[src/rtl/acorn_encrypt128.sv]
// acorn_encrypt128
//   ACORN-128 associated-data and plaintext absorption stage. Takes the state
//   produced by initialization, absorbs AD bytes and their padding, then
//   encrypts PT bytes and absorbs the PT padding. The resulting state goes to
//   finalization on state_out, flagged by a one-cycle done pulse. Bytes are
//   processed bit-serially, LSB first, with one StateUpdate128 step per clock.
//
// Ports
//   clk, rst            clock, asynchronous active-high reset
//   start               request; samples state_in/ad_len/pt_len while idle
//   state_in [292:0]    state after initialization
//   ad_len, pt_len      byte counts (zero allowed)
//   in_valid/in_ready   AD byte stream followed by PT byte stream on in_data
//   ct_valid/ct_ready   ciphertext byte stream on ct_data
//   busy                high from accepted start through the done cycle
//   done                one-cycle pulse; state_out valid from this cycle
//   state_out [292:0]   final state, held until the next accepted start
//
// state     | meaning
// S_IDLE    | waiting for start
// S_AD_DATA | absorbing AD bytes (ca=1, cb=1)
// S_AD_PAD  | AD padding steps
// S_PT_DATA | encrypting PT bytes (ca=1, cb=0)
// S_PT_PAD  | PT padding steps
// S_DONE    | state_out presented, done pulse
module acorn_encrypt128 #(
  parameter int LEN_W   = 16,
  parameter int PAD_LEN = 256,
  parameter int CA_PAD  = 128
) (
  input  logic             clk,
  input  logic             rst,
  input  logic             start,
  input  logic [292:0]     state_in,
  input  logic [LEN_W-1:0] ad_len,
  input  logic [LEN_W-1:0] pt_len,
  input  logic             in_valid,
  output logic             in_ready,
  input  logic [7:0]       in_data,
  output logic             ct_valid,
  input  logic             ct_ready,
  output logic [7:0]       ct_data,
  output logic             busy,
  output logic             done,
  output logic [292:0]     state_out
);

  localparam logic [2:0] S_IDLE    = 3'd0;
  localparam logic [2:0] S_AD_DATA = 3'd1;
  localparam logic [2:0] S_AD_PAD  = 3'd2;
  localparam logic [2:0] S_PT_DATA = 3'd3;
  localparam logic [2:0] S_PT_PAD  = 3'd4;
  localparam logic [2:0] S_DONE    = 3'd5;

  // One spare bit so PAD_LEN itself would still be representable.
  localparam int PAD_W = $clog2(PAD_LEN + 1);

  logic [2:0]       fsm;
  logic [292:0]     st;
  logic [LEN_W-1:0] len_ad;
  logic [LEN_W-1:0] len_pt;
  logic [LEN_W-1:0] byte_cnt;
  logic [PAD_W-1:0] pad_j;
  logic [2:0]       bit_idx;
  logic             have_byte;
  logic [7:0]       sh;
  logic [7:0]       ct_acc;

  logic             is_data;
  logic             is_pad;
  logic             step_en;
  logic             pad_last;
  logic [LEN_W-1:0] cur_len;
  logic             m_bit;
  logic             ca_bit;
  logic             cb_bit;
  logic [292:0]     s1;
  logic             ks;
  logic             fbk;
  logic [292:0]     st_next;
  logic             ct_bit;

  assign is_data  = (fsm == S_AD_DATA) || (fsm == S_PT_DATA);
  assign is_pad   = (fsm == S_AD_PAD) || (fsm == S_PT_PAD);
  assign step_en  = is_pad || (is_data && have_byte);
  assign pad_last = (pad_j == PAD_W'(PAD_LEN - 1));
  assign cur_len  = (fsm == S_PT_DATA) ? len_pt : len_ad;
  assign busy     = (fsm != S_IDLE);

  // A pending ciphertext byte that is being taken this cycle does not block
  // the next plaintext byte, so the two handshakes can overlap.
  assign in_ready = is_data && !have_byte && (!ct_valid || ct_ready) &&
                    (byte_cnt != cur_len);

  always_comb begin
    m_bit  = sh[0];
    ca_bit = 1'b1;
    if (is_pad) begin
      m_bit  = (pad_j == '0);
      ca_bit = (pad_j < PAD_W'(CA_PAD));
    end
    cb_bit = (fsm == S_AD_DATA) || (fsm == S_AD_PAD);
  end

  // StateUpdate128: the six LFSR feedbacks all read pre-update bits, then the
  // keystream and nonlinear feedback read the LFSR-updated state.
  always_comb begin
    s1      = st;
    s1[289] = st[289] ^ st[235] ^ st[230];
    s1[230] = st[230] ^ st[196] ^ st[193];
    s1[193] = st[193] ^ st[160] ^ st[154];
    s1[154] = st[154] ^ st[111] ^ st[107];
    s1[107] = st[107] ^ st[66]  ^ st[61];
    s1[61]  = st[61]  ^ st[23]  ^ st[0];
    ks  = s1[12] ^ s1[154]
        ^ ((s1[235] & s1[61]) ^ (s1[235] & s1[193]) ^ (s1[61] & s1[193]))
        ^ ((s1[230] & s1[111]) ^ (~s1[230] & s1[66]));
    fbk = s1[0] ^ ~s1[107]
        ^ ((s1[244] & s1[23]) ^ (s1[244] & s1[160]) ^ (s1[23] & s1[160]))
        ^ (ca_bit & s1[196]) ^ (cb_bit & ks);
    st_next = {fbk ^ m_bit, s1[292:1]};
  end

  assign ct_bit = sh[0] ^ ks;

  always_ff @(posedge clk or posedge rst) begin
    if (rst) begin
      fsm       <= S_IDLE;
      st        <= '0;
      len_ad    <= '0;
      len_pt    <= '0;
      byte_cnt  <= '0;
      pad_j     <= '0;
      bit_idx   <= '0;
      have_byte <= 1'b0;
      sh        <= '0;
      ct_acc    <= '0;
      ct_valid  <= 1'b0;
      ct_data   <= '0;
      done      <= 1'b0;
      state_out <= '0;
    end else begin
      done <= 1'b0;
      if (step_en) st <= st_next;
      if (ct_valid && ct_ready) ct_valid <= 1'b0;

      case (fsm)
        S_IDLE: begin
          if (start) begin
            st        <= state_in;
            len_ad    <= ad_len;
            len_pt    <= pt_len;
            byte_cnt  <= '0;
            pad_j     <= '0;
            bit_idx   <= '0;
            have_byte <= 1'b0;
            fsm       <= (ad_len != '0) ? S_AD_DATA : S_AD_PAD;
          end
        end

        S_AD_DATA, S_PT_DATA: begin
          if (in_valid && in_ready) begin
            have_byte <= 1'b1;
            sh        <= in_data;
            bit_idx   <= '0;
          end else if (have_byte) begin
            sh      <= sh >> 1;
            ct_acc  <= {ct_bit, ct_acc[7:1]};
            bit_idx <= bit_idx + 3'd1;
            if (bit_idx == 3'd7) begin
              have_byte <= 1'b0;
              byte_cnt  <= byte_cnt + LEN_W'(1);
              if (fsm == S_PT_DATA) begin
                ct_data  <= {ct_bit, ct_acc[7:1]};
                ct_valid <= 1'b1;
              end else if (byte_cnt + LEN_W'(1) == len_ad) begin
                fsm   <= S_AD_PAD;
                pad_j <= '0;
              end
            end
          end else if (fsm == S_PT_DATA && byte_cnt == len_pt &&
                       ct_valid && ct_ready) begin
            // Leave only once the last ciphertext byte has been taken.
            fsm   <= S_PT_PAD;
            pad_j <= '0;
          end
        end

        S_AD_PAD: begin
          pad_j <= pad_j + PAD_W'(1);
          if (pad_last) begin
            pad_j    <= '0;
            byte_cnt <= '0;
            fsm      <= (len_pt != '0) ? S_PT_DATA : S_PT_PAD;
          end
        end

        S_PT_PAD: begin
          pad_j <= pad_j + PAD_W'(1);
          if (pad_last) begin
            pad_j     <= '0;
            fsm       <= S_DONE;
            done      <= 1'b1;
            state_out <= st_next;
          end
        end

        S_DONE: fsm <= S_IDLE;

        default: fsm <= S_IDLE;
      endcase
    end
  end

endmodule
[config.mk]
export PLATFORM = sky130hd
export DESIGN_NAME = acorn_encrypt128
export DESIGN_NICKNAME = d
export VERILOG_FILES = /design/src/rtl/acorn_encrypt128.sv
export SDC_FILE = /design/constraint.sdc
export NUM_CORES = 2
export LEC_CHECK = 0
export ABC_AREA = 1
export CAP_MARGIN = 20
export CORE_ASPECT_RATIO = 0.7
export CORE_UTILIZATION = 45
export CTS_CLUSTER_SIZE = 28
export DETAILED_ROUTE_END_ITERATION = 16
export GPL_TIMING_DRIVEN = 0
export PLACE_DENSITY_LB_ADDON = 0.2
export SETUP_SLACK_MARGIN = 0.4
export SYNTH_ARGS = -nofsm -noshare
export SYNTH_HDL_FRONTEND = slang
export SYNTH_SLANG_ARGS = --single-unit
[constraint.sdc]
create_clock -name clk -period 24.5 [get_ports clk]
set_input_delay 4.9 -clock clk [delete_from_list [all_inputs] [get_ports clk]]
set_output_delay 4.9 -clock clk [all_outputs]
set_load 0.1 [all_outputs]
# Yosys cells after proc, flatten, opt, wreduce, memory -nomap -nowiden
# Index checks and enable logic that the tools add are counted.
# op_classes
n_bitwise,39
order_cmp,1
n_eq_ne,20
addsub,3
reduce_logical,37
n_mux,52
# ops
cell,count
$mux 293,3
$mux 16,6
$mux 9,8
$pmux 16 s3,1
$mux 3,13
$eq 16x16->1,2
$reduce_bool 16->1,2
$pmux 9 s3,1
$xor 1x1->1,26
$add 16x1->16 const B,1
$mux 8,2
$ne 16x16->1,1
$ne 3x3->1 const B,5
$mux 1,14
$ne 2x2->1 const B,6
$pmux 3 s4,1
$and 1x1->1,10
$add 9x1->9 const B,1
$eq 9x8->1 const B,1
$logic_and 1x1->1,9
$logic_not 9->1,1
$lt 9x8->1 const B,1
$reduce_bool 3->1,3
$reduce_and 2->1,4
18 further kinds,30
# word_totals
reg_bits,676
elab_cells,166
output_inout_bits,305
input_bits,338

# Logic depth before layout (Yosys ltp)
# depth
depth_word,13
ltp_mapped,18

# Worst setup path after synthesis
# No wires, ideal clock.
# synth_path
path_type,input port to output port
start,input port ct_ready
end,output port in_ready
setup_slack_ns,13.356
path_buffers,0
path_stages,2
arrival_ns,6.244
required_time_ns,19.600
cell_sequence,nor2_1 -> nor2_1
# synth_between
elab_chain_len,3
# synth_rtl
element,line,text
from (decl),41,"input logic ct_ready,"
$logic_or 1x1->1,92,assign in_ready = is_data && !have_byte && (!ct_valid || ct_ready) &&
$logic_and 1x1->1 (2 in series),92,
to (decl),38,"output logic in_ready,"
# No other way between the ends.

# Worst setup path after layout
# Ends and elaborated chain as after synthesis.

==> results_dict.tcl <==
set metrics [dict create \
    outcome "finished clean" \
    hpwl_mm 73.0 \
    num_io_pins 643 \
    p_leak_uw 0.0194 \
    setup_violations 0 \
    numClockSinks 675 \
    grt_usage_pct 29.7 \
    rsz0062_at_grt "no" \
    place_congestion 0.920 \
    timing.rr.start "pad_j[0]" \
    slew_viol_final 0 \
    p_per_area_nw_per_um2 64.5 \
    finalWirelength_mm 99.2 \
    ir_drop_uv 56.4 \
    muxShareOfSynthArea_pct 0 \
    power_frac_clock_pct 42.7 \
    ys_async_sr_fraction_pct 100 \
    power_switching_uw 612 \
    hold_path_startpoint "state_out[238]" \
    ant_nets 0 \
    ys_warn_count 0 \
    syn-num-nets 3970 \
    yosys.area.top_type_share_pct 57.4 \
    drv_cap 0 \
    vias_per_cell 5.16 \
    grt_pass1_wl_mm 151 \
    finalClockSkew_ps 23.7 \
    synth_compound_gate_area_share_pct 11.8 \
    intPower_uw 1940 \
    max_slew.worst_pin.slew_ps 1180 \
    holdPathStages 2 \
    ff2ff_path_depth 12 \
    slowest_delay_ps 1160 \
    syn_to_final_growth_pct 34.4 \
    dieArea_sq_um 66400 \
    drive_gt1_share_pct 5.30 \
    synthSimpleGateAreaFrac_pct 25.0 \
    timing.rr.end "state_out[281]" \
    final_cells 5292 \
    via_count 27300 \
    critical_path.endpoint_type "output port" \
    cts_root_buffer "clkbuf_16" \
    fp.dieW_um 308 \
    grt_max_degree 124 \
    rrSetupSlack_ps 21410 \
    synth_top_area_cell "dfrtp_1" \
    max_freq_mhz 85.4 \
    die_y_um 216 \
    hold_viol_final 0 \
    whs_endpoint "state_out[238]" \
    cp.required_ps 19600 \
    grt_pass1_vias 25900 \
    crit_path_start_kind "input port" \
    synthDistinctLibCells 38 \
    switching_share_pct 24.0 \
    min_period_over_period_pct 47.8 \
    postCtsResizedCells 0 \
    crit_fanout 3 \
    layout.nets 4693 \
    drt-initial-drc-count 2334 \
    clk_latency_ps 620 \
    portBuffers 641 \
    synth_top_family_by_area "simple AND/OR/NAND/NOR gates" \
    ys_seq_elements 675 \
    cts_setup_buffers 0 \
    total_power_uw 2550 \
    synthTopCellsByArea "dfrtp_1 57%, nand2_1 18%, a21oi_1 9.9%, nor2_1 4.6%, buf_2 1.7%" \
    synth-xor-area-share_pct 0.774 \
    finalCriticalPeriod_ps 11710 \
    cts_tree "done" \
    start_util_pct 45.4 \
    rows 78 \
    first_pass_iters 5 \
    htreeDepth 3 \
    pwr-share-comb_pct 7.7 \
    synthAdderAreaFrac_pct 0.213 \
    wl_per_cell_um 18.7 \
    synth-edff-count 0 \
    cp_cell_sequence "clkdlybuf4s50_1 > nor2_1 > nor2_1 > clkdlybuf4s50_1" \
    worstHoldPathType "flop to flop" \
    synth_area_sq_um 29400 \
    core-area_sq_um 64700 \
    layout_common_cells "1442 x nand2_1, 675 x dfrtp_1, 641 x clkdlybuf4s50_1" \
    cts.clk_slew.worst_paths_ps 60 \
    numCtsBuffers 68 \
    overflow 0 \
    drc_errors 0 \
    avgSynthCellArea_sq_um 8.11 \
    final_common_cell "nand2_1" \
    power_frac_seq_pct 49.7 \
    ys_seq_area_share_pct 57.4 \
    cp_slowest_cell "clkdlybuf4s50_1" \
    max_slew_margin_pct 21.0 \
    cts_hold_buf 0 \
    cp.arrival_ps 6810 \
    path_class "input port to output port" \
    antenna_found_initial 20 \
    synthFlopType "dfrtp_1" \
    cts_buffer_depth 3 \
    place_inst 5159 \
    synthCells 3627 \
]
[how the worst max path moves through the flow]
stage / from / end / slack [ps]
2_1_floorplan: rst / bit_idx[0] / 680
3_3_place_gp: rst / state_out[117] / -7810
3_5_place_dp: ct_ready / in_ready / 12790
4_1_cts: ct_ready / in_ready / 12790
5_1_grt: ct_ready / in_ready / 12730
6_report: ct_ready / in_ready / 12790
[stage by stage]
step                      setup slack [ps]  TNS [ps]  hold slack, ps  util, %  area, sq um
after floorplan                        679         0             446        -        29400
after global placement               -7810  -5196940             453     57.1        36900
after detailed placement             12790         0             457     57.5        37200
after CTS                            12790         0             472     61.0        39500
after global routing                 12730         0             481     61.1        39500
final                                12790         0             468     61.1        39500
[kinds of logic (layout without fill, tap and decap cells)]
family / Yosys count / in the layout
xor gates and xnor gates: 26 / 26
buffers and inverters: 331 / 1101
other: 0 / 15
adders and majority gates: 5 / 5
and+or+nand+nor: 1905 / 1905
AOI/OAI and AO/OA: 685 / 685
DFF: 675 / 675
[cells in the mapped netlist, types with 11 or more instances]
library cell	instances
inv_1	114
buf_2	99
nor2_1	357
xor2_1	11
a21oi_1	584
clkbuf_1	99
nand2_1	1442
dfrtp_1	675
xnor2_1	15
nand3_1	59
nand4_1	25
buf_1	12
o21ai_0	75
[state kept, by name, summed over array words and instances, names as in the netlist]
name,count
have_byte,1
pad_j,9
state_out,293
fsm,3
len_pt,16
byte_cnt,16
st,293
ct_data,8
ct_acc,7
sh,8
bit_idx,3
done,1
ct_valid,1
len_ad,16
[power by group through the flow]
| stage | sequential [uW] | clock [uW] | combinational (uW) |
|---|---|---|---|
| 2_1_floorplan | 1260 | 0 | 110 |
| 3_3_place_gp | 1290 | 0 | 188 |
| 3_5_place_dp | 1280 | 0 | 196 |
| 4_1_cts | 1260 | 1100 | 198 |
| 5_1_grt | 1280 | 1150 | 221 |
| 6_report | 1270 | 1090 | 195 |
[layer usage]
metal | wire (um) | vias up | global-route usage [%]
li1 | - | 13000 | -
met1 | 43500 | 13100 | 40.7
met2 | 44800 | 933 | 45.7
met3 | 7580 | 169 | 7.39
met4 | 3190 | 8 | 10.5
met5 | 54 | - | 0
[worst max-delay path, delay by kind of cell]
family        cells  cell delay, ps
buf+inv           2            1670
simple gates      2             240
[layout make-up]
cell class / instances / area (sq um)
Antenna cell: 15 / 37.5
Buffer: 213 / 938
Clock buffer: 101 / 2040
Clock inverter: 16 / 241
Fill cell: 5803 / 25200
Inverter: 118 / 452
Multi-Input combinational cell: 2621 / 11100
Sequential cell: 675 / 16900
Tap cell: 880 / 1100
Timing Repair Buffer: 653 / 6700
No activity file was read; power rests on OpenSTA's default activity.
